### config.mk
export PLATFORM = sky130hd
export DESIGN_NAME = pc_fetch_gen
export DESIGN_NICKNAME = d
export VERILOG_FILES = /design/src/rtl/pc_pkg.sv /design/src/rtl/pc_btb.sv /design/src/rtl/pc_fetch_gen.sv
export SDC_FILE = /design/constraint.sdc
export NUM_CORES = 1
export LEC_CHECK = 0
export CAP_MARGIN = 25
export CORE_ASPECT_RATIO = 0.8
export CORE_MARGIN = 3
export CORE_UTILIZATION = 37
export DETAILED_ROUTE_END_ITERATION = 8
export PLACE_DENSITY = 0.88
export SYNTH_ARGS = -nofsm -noshare
export SYNTH_HDL_FRONTEND = slang
export SYNTH_SLANG_ARGS = --single-unit
### constraint.sdc
create_clock -name clk -period 3.9 [get_ports clk]
set_input_delay 0.78 -clock clk [delete_from_list [all_inputs] [get_ports clk]]
set_output_delay 0.78 -clock clk [all_outputs]
set_load 0.05 [all_outputs]
### src/rtl/pc_pkg.sv
// Shared definitions for the IF-stage program-counter generator:
// fetch FSM state encoding, the sequential PC increment and word alignment.
package pc_pkg;

    typedef enum logic [1:0] {
        BOOT  = 2'd0,
        FETCH = 2'd1,
        HOLD  = 2'd2
    } pc_state_e;

    // Byte distance between consecutive 32-bit instructions.
    localparam int PC_INC = 4;

    // Widest address the alignment helper handles; callers cast to/from XLEN.
    localparam int PC_MAX_W = 64;

    // Forces an address onto a 4-byte instruction boundary.
    function automatic logic [PC_MAX_W-1:0] align_word(input logic [PC_MAX_W-1:0] addr);
        return {addr[PC_MAX_W-1:2], 2'b00};
    endfunction

endpackage

### src/rtl/pc_btb.sv
// Direct-mapped branch target buffer used by pc_fetch_gen when PC_BTB_EN is
// defined. Index = pc[IDX+1:2], tag = pc[XLEN-1:IDX+2]. Lookup is
// combinational from the stored array, so an update and a lookup of the same
// index in one cycle return the entry as it was before the clock edge.
module pc_btb
    import pc_pkg::*;
#(
    parameter int XLEN    = 32,
    parameter int ENTRIES = 8
) (
    input  logic            clk,
    input  logic            rst_n,
    input  logic [XLEN-1:0] lookup_pc_i,
    output logic            hit_o,
    output logic [XLEN-1:0] target_o,
    input  logic            upd_i,
    input  logic [XLEN-1:0] upd_pc_i,
    input  logic [XLEN-1:0] upd_tgt_i
);

    localparam int IDX   = $clog2(ENTRIES);
    localparam int TAG_W = XLEN - IDX - 2;

    logic [ENTRIES-1:0] valid_q;
    logic [TAG_W-1:0]   tag_q [ENTRIES];
    logic [XLEN-1:0]    tgt_q [ENTRIES];

    logic [IDX-1:0]   rd_idx;
    logic [IDX-1:0]   wr_idx;
    logic [TAG_W-1:0] rd_tag;
    logic [TAG_W-1:0] wr_tag;

    assign rd_idx = lookup_pc_i[IDX+1:2];
    assign rd_tag = lookup_pc_i[XLEN-1:IDX+2];
    assign wr_idx = upd_pc_i[IDX+1:2];
    assign wr_tag = upd_pc_i[XLEN-1:IDX+2];

    // Valid bits are the only BTB state that must be cleared on reset.
    always_ff @(posedge clk or negedge rst_n) begin
        if (!rst_n) begin
            valid_q <= '0;
        end else if (upd_i) begin
            valid_q[wr_idx] <= 1'b1;
        end
    end

    // Tag and target payload; meaningless until the matching valid bit is set.
    always_ff @(posedge clk) begin
        if (upd_i) begin
            tag_q[wr_idx] <= wr_tag;
            tgt_q[wr_idx] <= XLEN'(align_word(PC_MAX_W'(upd_tgt_i)));
        end
    end

    assign hit_o    = valid_q[rd_idx] && (tag_q[rd_idx] == rd_tag);
    assign target_o = tgt_q[rd_idx];

    // Byte-offset bits never take part in indexing or tagging.
    logic unused_lsb;
    assign unused_lsb = ^{lookup_pc_i[1:0], upd_pc_i[1:0]};

endmodule

### src/rtl/pc_fetch_gen.sv
// IF-stage program-counter generator. Holds the fetch PC, issues it to
// instruction memory over req/gnt, and picks the next PC by priority:
// trap redirect, EX redirect, BTB prediction, sequential PC+4.
// Build option: define PC_BTB_EN to include the branch target buffer
// (pc_btb); without it the btb_upd_* inputs are ignored and pred_taken_o
// stays 0.
module pc_fetch_gen
    import pc_pkg::*;
#(
    parameter int              XLEN        = 32,
    parameter logic [XLEN-1:0] RESET_VEC   = '0,
    parameter int              BTB_ENTRIES = 8
) (
    input  logic            clk,
    input  logic            rst_n,
    input  logic            stall_i,
    input  logic            trap_redirect_i,
    input  logic [XLEN-1:0] trap_target_i,
    input  logic            ex_redirect_i,
    input  logic [XLEN-1:0] ex_target_i,
    input  logic            btb_upd_i,
    input  logic [XLEN-1:0] btb_upd_pc_i,
    input  logic [XLEN-1:0] btb_upd_tgt_i,
    input  logic            imem_gnt_i,
    output logic            imem_req_o,
    output logic [XLEN-1:0] imem_addr_o,
    output logic [XLEN-1:0] pc_o,
    output logic [XLEN-1:0] pc_plus4_o,
    output logic            pred_taken_o,
    output logic            misalign_o
);

    pc_state_e       state_q, state_d;
    logic [XLEN-1:0] pc_q, pc_d;
    logic            pred_q, pred_d;
    logic            mis_q, mis_d;

    logic            req;
    logic            fire;
    logic            btb_hit;
    logic [XLEN-1:0] btb_tgt;

`ifdef PC_BTB_EN
    pc_btb #(
        .XLEN    (XLEN),
        .ENTRIES (BTB_ENTRIES)
    ) u_btb (
        .clk         (clk),
        .rst_n       (rst_n),
        .lookup_pc_i (pc_q),
        .hit_o       (btb_hit),
        .target_o    (btb_tgt),
        .upd_i       (btb_upd_i),
        .upd_pc_i    (btb_upd_pc_i),
        .upd_tgt_i   (btb_upd_tgt_i)
    );
`else
    assign btb_hit = 1'b0;
    assign btb_tgt = '0;

    // Without a BTB the update port and its depth have no consumer.
    logic unused_btb;
    assign unused_btb = ^{btb_upd_i, btb_upd_pc_i, btb_upd_tgt_i, 1'(BTB_ENTRIES)};
`endif

    // No request goes out while booting; afterwards it is held until granted.
    assign req  = (state_q != BOOT);
    assign fire = req & imem_gnt_i & ~stall_i;

    // Next-state and next-PC selection; redirects override stall and grant.
    always_comb begin
        state_d = state_q;
        pc_d    = pc_q;
        pred_d  = pred_q;
        mis_d   = 1'b0;

        unique case (state_q)
            BOOT:    state_d = FETCH;
            FETCH:   state_d = fire ? FETCH : HOLD;
            HOLD:    state_d = fire ? FETCH : HOLD;
            default: state_d = BOOT;
        endcase

        if (trap_redirect_i) begin
            pc_d    = XLEN'(align_word(PC_MAX_W'(trap_target_i)));
            pred_d  = 1'b0;
            mis_d   = |trap_target_i[1:0];
            state_d = FETCH;
        end else if (ex_redirect_i) begin
            pc_d    = XLEN'(align_word(PC_MAX_W'(ex_target_i)));
            pred_d  = 1'b0;
            mis_d   = |ex_target_i[1:0];
            state_d = FETCH;
        end else if (fire && btb_hit) begin
            pc_d   = btb_tgt;
            pred_d = 1'b1;
        end else if (fire) begin
            pc_d   = pc_q + XLEN'(PC_INC);
            pred_d = 1'b0;
        end
    end

    // Architectural fetch state; reset drops the request immediately.
    always_ff @(posedge clk or negedge rst_n) begin
        if (!rst_n) begin
            state_q <= BOOT;
            pc_q    <= RESET_VEC;
            pred_q  <= 1'b0;
            mis_q   <= 1'b0;
        end else begin
            state_q <= state_d;
            pc_q    <= pc_d;
            pred_q  <= pred_d;
            mis_q   <= mis_d;
        end
    end

    assign imem_req_o   = req;
    assign imem_addr_o  = pc_q;
    assign pc_o         = pc_q;
    assign pc_plus4_o   = pc_q + XLEN'(PC_INC);
    assign pred_taken_o = pred_q;
    assign misalign_o   = mis_q;

endmodule
==> results of run 1 <==
power by group through the flow:
| stage | combinational, uW | sequential, uW | clock, uW |
|---|---|---|---|
| after floorplan | 486 | 553 | 0 |
| after global placement | 843 | 458 | 0 |
| after detailed placement | 856 | 462 | 0 |
| after CTS | 858 | 456 | 270 |
| after global routing | 888 | 467 | 285 |
| final | 855 | 458 | 268 |
sequential cells by signal, indices dropped and copies added (netlist names):
signal	count
misalign_o	1
state_q	2
imem_addr_o	30
worst max-delay path by stage:
stage                          startpoint              to  slack (ps)  cells past startpoint
6_report       imem_addr_o[2]$_DFFE_PN0P_  pc_plus4_o[26]         130                      6
4_1_cts        imem_addr_o[2]$_DFFE_PN0P_  pc_plus4_o[30]         110                      6
3_5_place_dp   imem_addr_o[2]$_DFFE_PN0P_  pc_plus4_o[30]         450                      6
2_1_floorplan  imem_addr_o[2]$_DFFE_PN0P_  pc_plus4_o[28]         460                      6
5_1_grt        imem_addr_o[2]$_DFFE_PN0P_  pc_plus4_o[22]           3                      6
3_3_place_gp   imem_addr_o[2]$_DFFE_PN0P_  pc_plus4_o[30]         490                      6
metrics by stage:
step           instances  hold slack (ps)
5_1_grt              589              620
3_5_place_dp         582              619
4_1_cts              589              597
6_report             589              581
3_3_place_gp         582              574
2_1_floorplan        369              484
cells in the final DEF (no fill, tap or decap), drive strengths merged, types with 6 or more instances in the layout:
master and instances:
a21oi 27, a22o 9, a22oi 16, a31oi 7, and3 10, and4 7, buf 8, clkbuf 7
clkdlybuf4s50 157, conb 7, dfrtp 33, inv 6, nand2 34, nand3 13, nand4 9, nor2 19
nor3 7, o21a 6, o21ai 26, o22a 7, xnor2 19, xor2 15
cell families after synthesis:
group,count (synthesis),synth area share (%)
flops,33,27.5
compound gates,108,23.0
simple gates,116,22.5
mux,3,1.04
fa+ha+maj,3,1.25
xor+xnor,34,9.92
buf+inv,65,14.6
other cells,1,0.125
per-layer routing:
metal  up-vias  GRT usage (%)  part of all wire (%)
li1       1507              -                     -
met1      1590           27.8                    41
met2       158           39.4                    50
met3        12           5.58                   8.2
met4         0           4.99                   1.0
met5         -              0                     0
cells in the mapped netlist (2+ instances only):
cell type / count / share of area [%]
buf_4: 38 / 9.5
nand2_1: 34 / 4.2
dfrtp_1: 33 / 27
a21oi_1: 27 / 4.5
o21ai_0: 26 / 4.3
nor2_1: 19 / 2.4
xnor2_1: 19 / 5.5
a22oi_1: 16 / 4.0
xor2_1: 15 / 4.4
nand3_1: 12 / 2.0
a22o_1: 9 / 2.6
and3_1: 8 / 1.7
clkbuf_1: 8 / 1.0
nand4_1: 8 / 1.7
a31oi_1: 7 / 1.5
o22a_1: 7 / 2.0
buf_2: 6 / 1.0
inv_1: 6 / 0.75
o21a_1: 6 / 1.5
and4_1: 5 / 1.5
nor3_1: 4 / 0.67
and2_2: 3 / 0.75
ha_1: 3 / 1.3
nor3_2: 3 / 1.0
nor4_2: 3 / 1.3
a211oi_1: 2 / 0.50
a2bb2oi_1: 2 / 0.58
and2_1: 2 / 0.42
and3_2: 2 / 0.50
clkbuf_8: 2 / 0.92
mux2i_1: 2 / 0.67
o22ai_1: 2 / 0.42
area by class of cell:
type / count / area [sq um]
Timing Repair Buffer: 167 / 1650
Multi-Input combinational cell: 271 / 1770
Tap cell: 105 / 131
Sequential cell: 33 / 826
Clock buffer: 7 / 86.3
Fill cell: 714 / 3150
Inverter: 6 / 22.5
==> flow_metrics.env, run 1 <==
export IMPL_status="finished clean"
export IMPL_p_switching_uw=756
export IMPL_finalPower_uw=1580
export IMPL_cts_tree="done"
export IMPL_ant_nets=0
export IMPL_die_height_microns=86.6
export IMPL_synthArstFlopShare_pct=100
export IMPL_hold_violations=0
export IMPL_synth_edf_count=0
export IMPL_worstMarginPinSlew_ps=831
export IMPL_final_setup_tns_ps=0
export IMPL_synth_cell_types=56
export IMPL_clk_pin_slew_ps=70
export IMPL_numPortBuffers=161
export IMPL_worstPathArrival_ps=2990
export IMPL_cp_end_kind="output port"
export IMPL_crit_buf_inv=1
export IMPL_hp_class="in2async"
export IMPL_powerDensity_mw_per_mm2=352
export IMPL_synth_seq_cells=33
export IMPL_cp_slowest_stage_delay_ps=820
export IMPL_comb_power_share_pct=54.1
export IMPL_place_congestion=0.798
export IMPL_n_antenna_cell=0
export IMPL_die_area_sq_mm=0.00924
export IMPL_r2r_slack_ps=1600
export IMPL_clkPwrFrac_pct=17.0
export IMPL_post_dp_hpwl_microns=8260
export IMPL_clock_path_buffers=2
export IMPL_finalCritPeriodShare_pct=96.7
export IMPL_setup_viol=0
export IMPL_drive_gt1_share_pct=7.44
export IMPL_rsz0062_at_grt="false"
export IMPL_slowest_stage="clkdlybuf4s50_1"
export IMPL_place_area_sq_mm=0.00440
export IMPL_slew_headroom_pct=44.6
export IMPL_dr_pass1_iters=4
export IMPL_grt_max_degree=34
export IMPL_ir_drop_mv=0.154
export IMPL_post_place_ws_ps=453
export IMPL_hold_buffers=0
export IMPL_clock_sinks=33
export IMPL_grt_pass1_wl_microns=16700
export IMPL_fp_dieW_microns=107
export IMPL_wirelength_microns=10800
export IMPL_clock_latency_ps=280
export IMPL_h_tree_depth=2
export IMPL_viasPerCell=5.55
export IMPL_grt_overflow=0
export IMPL_crit_family="simple AND/OR/NAND/NOR gates"
export IMPL_start_kind="flop"
export IMPL_cts_resized=0
export IMPL_max_freq_ghz=0.265
export IMPL_track_usage_pct=22.4
export IMPL_final_max_slew_viol_count=0
export IMPL_drt_iter0_drc=215
export IMPL_vias=3267
export IMPL_syn_avg_cell_area_sq_um=8.27
export IMPL_floorplan_io_pins=234
export IMPL_path_max_fanout=9
export IMPL_period_needed_ps=3770
export IMPL_finalCoreUtilization_pct=58.8
export IMPL_syn_instance_count=363
export IMPL_nets=622
export IMPL_postSynth_topFlopCell="dfrtp_1"
export IMPL_antenna_found_initial=0
export IMPL_ys_seq_area_share_pct=27.5
export IMPL_syn_to_final_growth_pct=49.5
export IMPL_first_global_vias=3315
export IMPL_rr_worst_depth=7
export IMPL_drv_cap=0
export IMPL_cp_cell_sequence="ha_1 > and3_2 > nand4_4 > nor3_2 > xor2_1 > clkdlybuf4s50_1"
export IMPL_swShare_pct=47.8
export IMPL_finalWorstSetupSlack_ps=130
export IMPL_yosysWarnings=0
export IMPL_cp_required_ps=3120
export IMPL_final_area_sq_mm=0.00449
export IMPL_cts_buffers=5
export IMPL_drc=0
export IMPL_core_area_sq_mm=0.00764
export IMPL_cts_root_buf="clkbuf_8"
export IMPL_leakage_uw=0.00181
export IMPL_syn_area_sq_mm=0.00300
export IMPL_pwr_share_seq_pct=28.9
export IMPL_fin_skew_ps=8.69
export IMPL_start_util_pct=39.3
export IMPL_r2r_start="state_q[0]$_DFF_PN0_"
export IMPL_setup_worst_path_class="reg2out"
export IMPL_internal_power_uw=824
export IMPL_rows=28
export IMPL_wl_per_cell_microns=18.3
export IMPL_r2r_end="imem_addr_o[9]$_DFFE_PN0P_"
export IMPL_cts_setup_buffers=0
(Power assumes the default switching activity.)
==> inputs of run 2 (changes only) <==
--- a/config.mk
+++ b/config.mk
@@ -14,3 +14,4 @@
 export SYNTH_ARGS = -nofsm -noshare
 export SYNTH_HDL_FRONTEND = slang
 export SYNTH_SLANG_ARGS = --single-unit
+export TNS_END_PERCENT = 10
==> results of run 2 <==
The final DEF is identical to that of run 1; final timing and power are the same.
==> variant, RTL diff (flow settings as in run 2) <==
Add a define of `PC_BTB_EN`.
--- a/src/rtl/pc_fetch_gen.sv
+++ b/src/rtl/pc_fetch_gen.sv
@@ -4,6 +4,8 @@
 // Build option: define PC_BTB_EN to include the branch target buffer
 // (pc_btb); without it the btb_upd_* inputs are ignored and pred_taken_o
 // stays 0.
+`define PC_BTB_EN
+
 module pc_fetch_gen
     import pc_pkg::*;
 #(
Behaviour: not the same (Yosys sat finds a counterexample within 4 cycles, from zero or initial values and one cycle with rst_n low).
==> variant against run 2 <==
- sequential cell count rose by 465
- wire length rose to 5.7 times the old value
- final area rose to 5.9 times the old value
- critical endpoint is now pc_plus4_o[29]
- area after synthesis rose to 7.0 times the old value
- worst setup slack got worse by 0.014 ns
- largest cell class is now sequential cells
- critical path type unchanged
- clock power rose to 18 times the old value
- total power rose to 8.5 times the old value
==> variant: results (changes against run 2) <==
INFO  metric top_reg_cell_synth = edfxtp_1
INFO  metric slew_headroom = 34.8% (-9.8 points)
INFO  metric timing.final.crit_period = 3.78 ns (+0.0135 ns)
INFO  metric synth_commonest_cells = 456 x edfxtp_1, 76 x mux2_2, 72 x mux4_2
INFO  metric arrival = 3.00 ns (about the same)
INFO  metric worst_hold_margin = 0.352 ns (-0.228 ns)
INFO  metric instances_no_fill = 2329 (+300%)
INFO  metric first_iter_violations = 1755 (+720%)
INFO  metric placement.setup.worst_slack = 0.358 ns (-0.0951 ns)
INFO  metric critical_path_peak_fanout = 8 (-1)
INFO  metric swShare = 26.3% (-22 points)
INFO  metric finalClockSkew = 0.0367 ns (+0.0280 ns)
INFO  metric yosys.cell_types.count = 46 (-18%)
INFO  metric groute.layer.met2.usage = 32.2% (-7.3 points)
INFO  metric ff2ff_setup_slack = 0.19 ns (-1.41 ns)
INFO  metric p_clk_share = 36.2% (+19 points)
INFO  metric p_seq_share = 45.8% (+17 points)
INFO  metric synth_enable_flop_cells = 456 (+456)
INFO  metric status = finished clean
INFO  metric synth_compound_gate_area_share = 4.60% (-18 points)
INFO  metric cts_root_buf = clkbuf_16
INFO  metric dpl_wire_length = 38.5 mm (+370%)
INFO  metric synth-xor-area-share = 1.45% (-8.5 points)
INFO  metric ys_seq_area_share = 69.7% (+42 points)
INFO  metric grt_start_max_net_pins = 62 (+82%)
INFO  metric post_synth.cell_area_avg = 16.2 um^2 (+96%)
INFO  metric seqCellArea = 14800 um^2 (+1700%)
INFO  metric fraction_of_synthesis_flops_using_an_asynchronous_set_or_reset_pin = 8.43% (-92 points)
INFO  metric synthAdderAreaFrac = 0.177% (-1.1 points)
INFO  metric clock_buffers_created_by_tritoncts = 48 (+43)
INFO  metric io_buffer_count = 223 (+39%)
INFO  metric global_route_wire_length_before_repair = 88.5 mm (+430%)
INFO  metric route.vias.total = 13400 (+310%)
INFO  metric fill_cells = 4509 (+530%)
variant: changes by cell type in the layout (fill, tap and decap cells not counted), sizes merged, moves of 35 or more:
cell / change
clkbuf: +60
buf: +86
mux4: +72
o22ai: +36
mux2: +78
or3: +46
mux2i: +43
nor2: +41
edfxtp: +456
clkdlybuf4s50: +35
variant: cell type report:
type / count / share of cell area (%)
Multi-Input combinational cell: 694 / 22.3
Inverter: 6 / 0.0855
Antenna cell: 5 / 0.0475
Sequential cell: 498 / 56.0
Clock buffer: 67 / 5.22
Timing Repair Buffer: 287 / 11.6
Tap cell: 750 / 3.56
Clock inverter: 22 / 1.14
variant: timing repair:
| action | in CTS | in global routing |
|---|---|---|
| resized for setup | 3 | 3 |
| pin swaps | 1 | 1 |
| hold endpoints to repair | 0 | 0 |
| buffers inserted | 2 | 3 |
| cloned | 0 | 0 |
| setup endpoints to repair | 8 | 9 |
variant: per-layer routing:
| metal | part of all wire [%] | up-vias |
|---|---|---|
| met5 | 0.15 | - |
| met4 | 3.8 | 14 |
| met3 | 12 | 180 |
| met2 | 47 | 919 |
| met1 | 37 | 6738 |
| li1 | - | 5542 |
variant: worst max-delay path: stages, from the launching register on:
cell and delay (ns):
dfrtp_2 0.51, nand4_1 0.14, buf_4 0.18, nor4_2 0.25, buf_4 0.19, and2_1 0.30, nand3_1 0.21, nor2_1 0.17
xor2_1 0.29, buf_12 0.18
variant: worst paths after layout:
path	cells past startpoint	end	start
max	9	pc_plus4_o[29]	imem_addr_o[8]
min	1	imem_addr_o[23]	rst_n
max reg2reg	12	imem_addr_o[14]	imem_addr_o[2]
min reg2reg	1	u_btb.valid_q[4]	u_btb.valid_q[4]
max in group asynchronous	1	imem_addr_o[3]	rst_n
min in group clk	1	u_btb.valid_q[4]	u_btb.valid_q[4]
